===== src/rtl/uart_tx_if.sv =====
`default_nettype none
// +----------------------------------------------------------------------+
// | uart_tx_if                                                           |
// | Parallel-side handshake and serial line bundle for uart_tx.          |
// | Rev 1.0 - initial release                                            |
// +----------------------------------------------------------------------+
interface uart_tx_if;
    logic       start;
    logic [7:0] din;
    logic       tx;
    logic       busy;
    logic       done;

    modport master (
        output start,
        output din,
        input  tx,
        input  busy,
        input  done
    );

    modport slave (
        input  start,
        input  din,
        output tx,
        output busy,
        output done
    );
endinterface
`default_nettype wire


===== src/rtl/uart_tx.sv =====
`default_nettype none
// +----------------------------------------------------------------------+
// | uart_tx                                                              |
// | UART transmitter: start bit, LSB-first data, optional parity, stop.  |
// | Rev 1.0 - initial release                                            |
// +----------------------------------------------------------------------+
module uart_tx #(
    parameter int CLKS_PER_BIT = 1,
    parameter int DATA_BITS    = 8,
    parameter int PARITY_EN    = 0,
    parameter int PARITY_ODD   = 0,
    parameter int STOP_BITS    = 1
) (
    input  logic      clk,
    input  logic      rst,
    uart_tx_if.slave  bus
);

    localparam int             BW          = $clog2(CLKS_PER_BIT) + 1;
    localparam logic [BW-1:0]  c_BAUD_LAST = BW'(CLKS_PER_BIT - 1);
    localparam logic [3:0]     c_DATA_LAST = 4'(DATA_BITS - 1);
    localparam logic [3:0]     c_STOP_LAST = 4'(STOP_BITS - 1);
    localparam logic [7:0]     c_DATA_MASK = 8'hFF >> (8 - DATA_BITS);
    localparam logic           c_PAR_INV   = (PARITY_ODD != 0);
    localparam logic           c_PAR_EN    = (PARITY_EN != 0);

    typedef enum logic [2:0] {
        S_IDLE   = 3'd0,
        S_START  = 3'd1,
        S_DATA   = 3'd2,
        S_PARITY = 3'd3,
        S_STOP   = 3'd4
    } state_t;

    state_t         state_q,   state_d;
    logic [7:0]     shift_q,   shift_d;
    logic [3:0]     bit_cnt_q, bit_cnt_d;
    logic [BW-1:0]  baud_q,    baud_d;
    logic           par_q,     par_d;
    logic           tx_q,      tx_d;
    logic           busy_q,    busy_d;
    logic           done_q,    done_d;
    logic           w_bit_end;

    assign w_bit_end = (baud_q == c_BAUD_LAST);

    always_ff @(posedge clk or posedge rst) begin
        if (rst) begin
            state_q   <= S_IDLE;
            shift_q   <= 8'd0;
            bit_cnt_q <= 4'd0;
            baud_q    <= '0;
            par_q     <= 1'b0;
            tx_q      <= 1'b1;
            busy_q    <= 1'b0;
            done_q    <= 1'b0;
        end else begin
            state_q   <= state_d;
            shift_q   <= shift_d;
            bit_cnt_q <= bit_cnt_d;
            baud_q    <= baud_d;
            par_q     <= par_d;
            tx_q      <= tx_d;
            busy_q    <= busy_d;
            done_q    <= done_d;
        end
    end

    // tx_d is the line level for the state being entered, so tx stays registered.
    always_comb begin
        state_d   = state_q;
        shift_d   = shift_q;
        bit_cnt_d = bit_cnt_q;
        baud_d    = baud_q;
        par_d     = par_q;
        tx_d      = tx_q;
        busy_d    = busy_q;
        done_d    = 1'b0;

        if (state_q != S_IDLE) begin
            baud_d = w_bit_end ? '0 : baud_q + 1'b1;
        end

        case (state_q)
            S_IDLE: begin
                tx_d   = 1'b1;
                busy_d = 1'b0;
                if (bus.start) begin
                    shift_d   = bus.din;
                    par_d     = ^(bus.din & c_DATA_MASK);
                    bit_cnt_d = 4'd0;
                    baud_d    = '0;
                    busy_d    = 1'b1;
                    tx_d      = 1'b0;
                    state_d   = S_START;
                end
            end
            S_START: begin
                if (w_bit_end) begin
                    tx_d    = shift_q[0];
                    state_d = S_DATA;
                end
            end
            S_DATA: begin
                if (w_bit_end) begin
                    shift_d   = shift_q >> 1;
                    bit_cnt_d = bit_cnt_q + 4'd1;
                    tx_d      = shift_q[1];
                    if (bit_cnt_q == c_DATA_LAST) begin
                        bit_cnt_d = 4'd0;
                        if (c_PAR_EN) begin
                            tx_d    = par_q ^ c_PAR_INV;
                            state_d = S_PARITY;
                        end else begin
                            tx_d    = 1'b1;
                            state_d = S_STOP;
                        end
                    end
                end
            end
            S_PARITY: begin
                if (w_bit_end) begin
                    tx_d    = 1'b1;
                    state_d = S_STOP;
                end
            end
            S_STOP: begin
                if (w_bit_end) begin
                    bit_cnt_d = bit_cnt_q + 4'd1;
                    if (bit_cnt_q == c_STOP_LAST) begin
                        bit_cnt_d = 4'd0;
                        busy_d    = 1'b0;
                        done_d    = 1'b1;
                        state_d   = S_IDLE;
                    end
                end
            end
            default: begin
                state_d = S_IDLE;
                tx_d    = 1'b1;
                busy_d  = 1'b0;
            end
        endcase
    end

    assign bus.tx   = tx_q;
    assign bus.busy = busy_q;
    assign bus.done = done_q;

endmodule
`default_nettype wire


===== src/flat_wrapper.sv =====
// flat-port wrapper written by rule: the top's interface ports become plain ports
module uart_tx_flat 
#(
    parameter int CLKS_PER_BIT = 1,
    parameter int DATA_BITS    = 8,
    parameter int PARITY_EN    = 0,
    parameter int PARITY_ODD   = 0,
    parameter int STOP_BITS    = 1
)
  (clk, rst, bus_start, bus_din, bus_tx, bus_busy, bus_done);
  uart_tx_if bus_i ();
  input  logic clk;
  input  logic rst;
  input wire logic [$bits(bus_i.start)-1:0] bus_start;
  input wire logic [$bits(bus_i.din)-1:0] bus_din;
  output wire logic [$bits(bus_i.tx)-1:0] bus_tx;
  output wire logic [$bits(bus_i.busy)-1:0] bus_busy;
  output wire logic [$bits(bus_i.done)-1:0] bus_done;
  assign bus_i.start = bus_start;
  assign bus_i.din = bus_din;
  assign bus_tx = bus_i.tx;
  assign bus_busy = bus_i.busy;
  assign bus_done = bus_i.done;
  uart_tx #(.CLKS_PER_BIT(CLKS_PER_BIT), .DATA_BITS(DATA_BITS), .PARITY_EN(PARITY_EN), .PARITY_ODD(PARITY_ODD), .STOP_BITS(STOP_BITS)) u_core (.clk(clk), .rst(rst), .bus(bus_i));
endmodule

===== config.mk =====
export PLATFORM = sky130hd
export DESIGN_NAME = uart_tx_flat
export DESIGN_NICKNAME = d
export VERILOG_FILES = /design/src/rtl/uart_tx_if.sv /design/src/rtl/uart_tx.sv /design/src/flat_wrapper.sv
export SDC_FILE = /design/constraint.sdc
export NUM_CORES = 1
export LEC_CHECK = 0
export ABC_AREA = 1
export BUFFER_PORTS_ARGS = -buffer_cell sky130_fd_sc_hd__buf_2
export CORE_UTILIZATION = 60
export CTS_CLUSTER_DIAMETER = 60
export CTS_CLUSTER_SIZE = 16
export DETAILED_ROUTE_END_ITERATION = 6
export PLACE_DENSITY = 0.83
export SYNTH_ARGS = -nofsm -noshare
export SYNTH_HDL_FRONTEND = slang
export SYNTH_SLANG_ARGS = --single-unit
export TNS_END_PERCENT = 5

===== constraint.sdc =====
create_clock -name clk -period 2.12 [get_ports clk]
set_input_delay 0.424 -clock clk [delete_from_list [all_inputs] [get_ports clk]]
set_output_delay 0.424 -clock clk [all_outputs]
set_load 0.01 [all_outputs]

-- Word level (Yosys, flattened, before mapping)
Cells that the tools add are included.
- $add $sub $neg: 2
- equality and inequality tests: 12
- multiplexer cells: 34
- bitwise gates (word level): 2
- reductions and logical operators: 11
- operators by type and width (operator ; count):
    3-bit two-way mux ; 7
    4-bit two-way mux ; 5
    8-bit two-way mux ; 2
    8-bit case mux with 2 select lines ; 1
    1-bit two-way mux ; 15
    3-bit case mux with 5 select lines ; 1
    4-bit case mux with 3 select lines ; 1
    2-bit inequality test, second input constant ; 5
    4-bit AND reduction ; 2
    7-bit AND reduction ; 1
    3-bit by 2-bit equality test with 1-bit output, second input constant ; 2
    3-bit AND reduction ; 2
    3-bit nonzero test ; 2
    1-bit case mux with 5 select lines ; 1
    4-bit by 1-bit adder with 4-bit output, second input constant ; 1
    4-bit by 3-bit equality test with 1-bit output, second input constant ; 1
    4-bit logical NOT ; 1
    2-bit by 1-bit inequality test with 1-bit output, second input constant ; 2
    3-bit by 1-bit equality test with 1-bit output, second input constant ; 1
    3-bit equality test, second input constant ; 1
    3-bit logical NOT ; 1
    1-bit case mux with 3 select lines ; 1
    3-bit OR reduction ; 1
    1-bit inverter ; 2
    2 further kinds ; 2
- bits in registers: 19
- word-level logic and storage cells: 68

-- Longest topological paths before layout
- depth after elaboration: 5
- depth in mapped cells: 9
- mapped depth without buffers: 9

-- Least setup slack after synthesis
No wires, ideal clock.
- kind: register to register
- start: register u_core.bit_cnt_q[0]
- end: register u_core.busy_q (netlist: u_core.bus.busy)
- library setup time: 0.118 ns
- arrival time: 1.152 ns
- required time: 2.002 ns
- path slack: 0.850 ns
- cell stages (with the launch flop): 8
- period minus slack after synthesis: 1.270 ns
- cells stage by stage: dfrtp_1 -> inv_1 -> ha_1 -> nand3_1 -> o21ai_0 -> o21ai_0 -> nand2_1 -> nand2_1
- cells in the longest elaborated chain, start to end: 3
- ends and longest elaborated chain (element ; RTL line ; source):
    from (decl) ; uart_tx.sv:37 ; logic [3:0] bit_cnt_q, bit_cnt_d;
    from (signal assigned) ; uart_tx.sv:60 ; bit_cnt_q <= bit_cnt_d;
    4-bit logical NOT ; uart_tx.sv:130 ; if (bit_cnt_q == c_STOP_LAST) begin
    2-bit by 1-bit inequality test with 1-bit output (no source line) ; -- ;
    3-bit AND reduction (no source line) ; -- ;
    to (signal assigned) ; uart_tx.sv:64 ; busy_q <= busy_d;
    to (decl) ; uart_tx.sv:41 ; logic busy_q, busy_d;
No other way between the ends.
A chain may end at the register's enable or synchronous reset.

-- Worst setup path in the final report
- start: register u_core.state_q[2]
- end: register u_core.state_q[1]
- cells in the longest elaborated chain, start to end: 3
- elaborated cells between the ends (all ways): 14
- those cells by class: eq/ne: 11; mux: 1; reduce/logical: 2
- ends and longest elaborated chain (element ; RTL line ; source):
    from (decl) ; uart_tx.sv:35 ; state_t state_q, state_d;
    from (signal assigned) ; uart_tx.sv:58 ; state_q <= state_d;
    3-bit by 2-bit equality test with 1-bit output (tied with other cells) ; uart_tx.sv:84 ; case (state_q)
    2-bit by 1-bit inequality test with 1-bit output (no source line) / 2-bit inequality test (equally long branches) ; -- ;
    7-bit AND reduction (no source line) ; -- ;
Parallel ways exist; a longest one is shown, timed or not.

==> flow_summary.ini <==
[sta]
grt_setup_unrepaired = false
slew_viol_final = 0
fin_crit_ps = 1540
slew_headroom_pct = 52.3
period_share_pct = 72.8
finalHoldViolCount = 0
worst_slack_ps = 578
setup_viol = 0
fin_setup_tns_ps = 0
skew_ps = 1.62
tightestPinTransition_ps = 714
fmax_ghz = 0.648

[critical_path]
crit_type = flip-flop to flip-flop
slowest_stage = dfrtp_1
critPathLaunch = u_core.state_q[2]
endpoint_kind = flip-flop
cp_data_required_time_ps = 2320
path_cells = inv_2, nand3_1, nor2_1, nor2_1, nand2_1, nand2_1, nand2_1
cp_common_cell = nand2_1
critPathTopFamily = simple AND/OR/NAND/NOR gates
rr_startpoint = u_core.state_q[2]
path_buf_inv = 1
crit_path_start_kind = flip-flop
critPathMaxStageDelay_ps = 490
worst-path-max-fanout = 12
arrival_ps = 1740

[finish]
area_delta_synth_final_pct = 9.81
stdcell_count = 198
fillCellCount = 152
fin_nets = 187
design_area_mm2 = 0.00125
insertedDiodeCount = 0
drive_above_1_share_pct = 17.9
utilization_pct = 71.4

[yosys]
ys_top_cells_by_area = dfrtp_1, nand2_1, nand3_1
yosysSeqAreaShare_pct = 42.0
synth_top_family_by_area = simple AND/OR/NAND/NOR gates
synth_area_mm2 = 0.00113
synth_cells = 158
syn_area_per_cell_um2 = 7.18
synthSimpleGateAreaFrac_pct = 41.2
ys_types = 23
yosysTopAreaCellShare_pct = 39.7
ys_seq_elements = 19
synth_largest_area_cell = dfrtp_1
synth_nets = 171
synth_xor_area_share_pct = 0.772
synthAdderAreaFrac_pct = 2.21
yosys_warnings = 0
synth_compound_area_share_pct = 8.16
synth_mux_area_share_pct = 0

[pwr]
internal_power_uw = 836
clkPwrFrac_pct = 11.5
swShare_pct = 46.2
switchingPower_uw = 719
p_leak_uw = 0.000702
p_comb_share_pct = 49.5
peakVddDrop_uv = 951
p_per_area_mw_per_mm2 = 1250
seq_power_share_pct = 39.0

[die]
start_util_pct = 65.0
coreArea_mm2 = 0.00175
ioPinCount = 14
dieArea_mm2 = 0.00207
fp.dieH_um = 45.5
fp-row-count = 15
die_x_um = 45.5

[placed_design]
dp_hpwl_mm = 1.70
dp.cells = 194
dpl_worst_slack_ps = 610
place_area_mm2 = 0.00122
io_buffers = 13
routabilityCongestion = 0.849

[clock_network]
post_cts_buffers = 0
cts_resized = 0
clk_latency_ps = 290
cts_sinks = 19
htreeDepth = 1
clkTransAtPathRegs_ps = 100
cts_root_buffer = clkbuf_4
cts_tree = done
numCtsBuffers = 3
cts_hold_buf = 0
cts.path.max_buffers = 2

[drt]
drtIter0Drc = 50
vias = 1043
firstDrtPassIters = 4
drcViolationCount = 0
via_per_inst = 5.27
antenna_left = 0
routedWlPerCell_um = 11.4
wl_mm = 2.25

[grt]
grt_remaining_overflow = 0
track_usage_pct = 26.3
grt_pass1_wl_mm = 3.87
antenna_found_initial = 0
grt_pass1_vias = 885
grt_max_degree = 20

[worst_hold_path]
hp-class = primary input to async pin

[job]
max_cap_viol_count = 0

[status]
status = completed
[state kept, by name, summed over array words and instances (netlist names)]
name / count
u_core.baud_q: 1
u_core.bit_cnt_q: 4
u_core.bus.busy: 1
u_core.bus.done: 1
u_core.bus.tx: 1
u_core.shift_q: 8
u_core.state_q: 3
[synthesized netlist by cell type (all sizes together)]
cell / count
nor2: 14
dfstp: 1
a21boi: 1
o21ai: 14
ha: 2
clkbuf: 1
nor3: 3
buf: 1
nand2: 67
a21oi: 3
dfrtp: 18
nand3b: 1
nand4: 2
inv: 14
xor2: 1
nand3: 15
[per-layer routing]
metal  up-vias  track usage, %  share of wire, %
met4         0            10.9               1.6
li1        538               -                 -
met1       467            36.0                46
met5         -               0                 0
met3         5            5.95               4.5
met2        33            39.7                48
[cell type report]
class	count	area (µm²)	area share [%]
clock buffer	4	26.3	2.11
sequential	19	477	38.3
timing repair buffer	13	65.1	5.22
tap	25	31.3	2.51
multi-input combinational	123	594	47.7
inverter	14	52.6	4.22
[worst register-to-register path: cells and delay by family (launching register included)]
family                 cells  cell delay (ps)
flip-flops                 1              490
AND/OR/NAND/NOR            6              820
buffers and inverters      1              130
[placed cells by master (no fill, tap or decap), types with 5 or more instances in the layout]
cell	Yosys	layout
inv_1	11	11
o21ai_0	9	9
nand3_1	13	13
nor2_1	9	9
o21ai_1	5	5
buf_2	0	13
nand2_1	64	64
dfrtp_1	18	18
[kinds of logic after synthesis]
logic type / after synthesis
simple gates: 102
flops: 19
compound gates: 18
buf+inv: 16
fa+ha+maj: 2
xor+xnor: 1
[final timing paths]
path	cells past startpoint	endpoint	slack (ps)
min in group clk	3	u_core.shift_q[7]	370
max reg2reg	7	u_core.state_q[1]	580
max in group asynchronous	2	u_core.shift_q[0]	1450
min reg2reg	2	u_core.shift_q[0]	490
min	2	u_core.shift_q[1]	230
max	7	u_core.state_q[1]	580
[power groups by stage]
| stage | sequential (µW) | clock, µW | combinational [µW] |
|---|---|---|---|
| 6_report | 606 | 179 | 769 |
| 5_1_grt | 622 | 199 | 872 |
| 4_1_cts | 606 | 184 | 770 |
| 3_5_place_dp | 611 | 0 | 769 |
| 3_3_place_gp | 606 | 0 | 737 |
| 2_1_floorplan | 604 | 0 | 593 |
[per-stage QoR]
stage | hold WS (ps) | total power [µW]
after floorplan | 374 | 1200
after global placement | 464 | 1340
after detailed placement | 465 | 1380
after CTS | 252 | 1560
after global routing | 300 | 1690
final | 228 | 1550
Power figures use the tool's default switching activity.
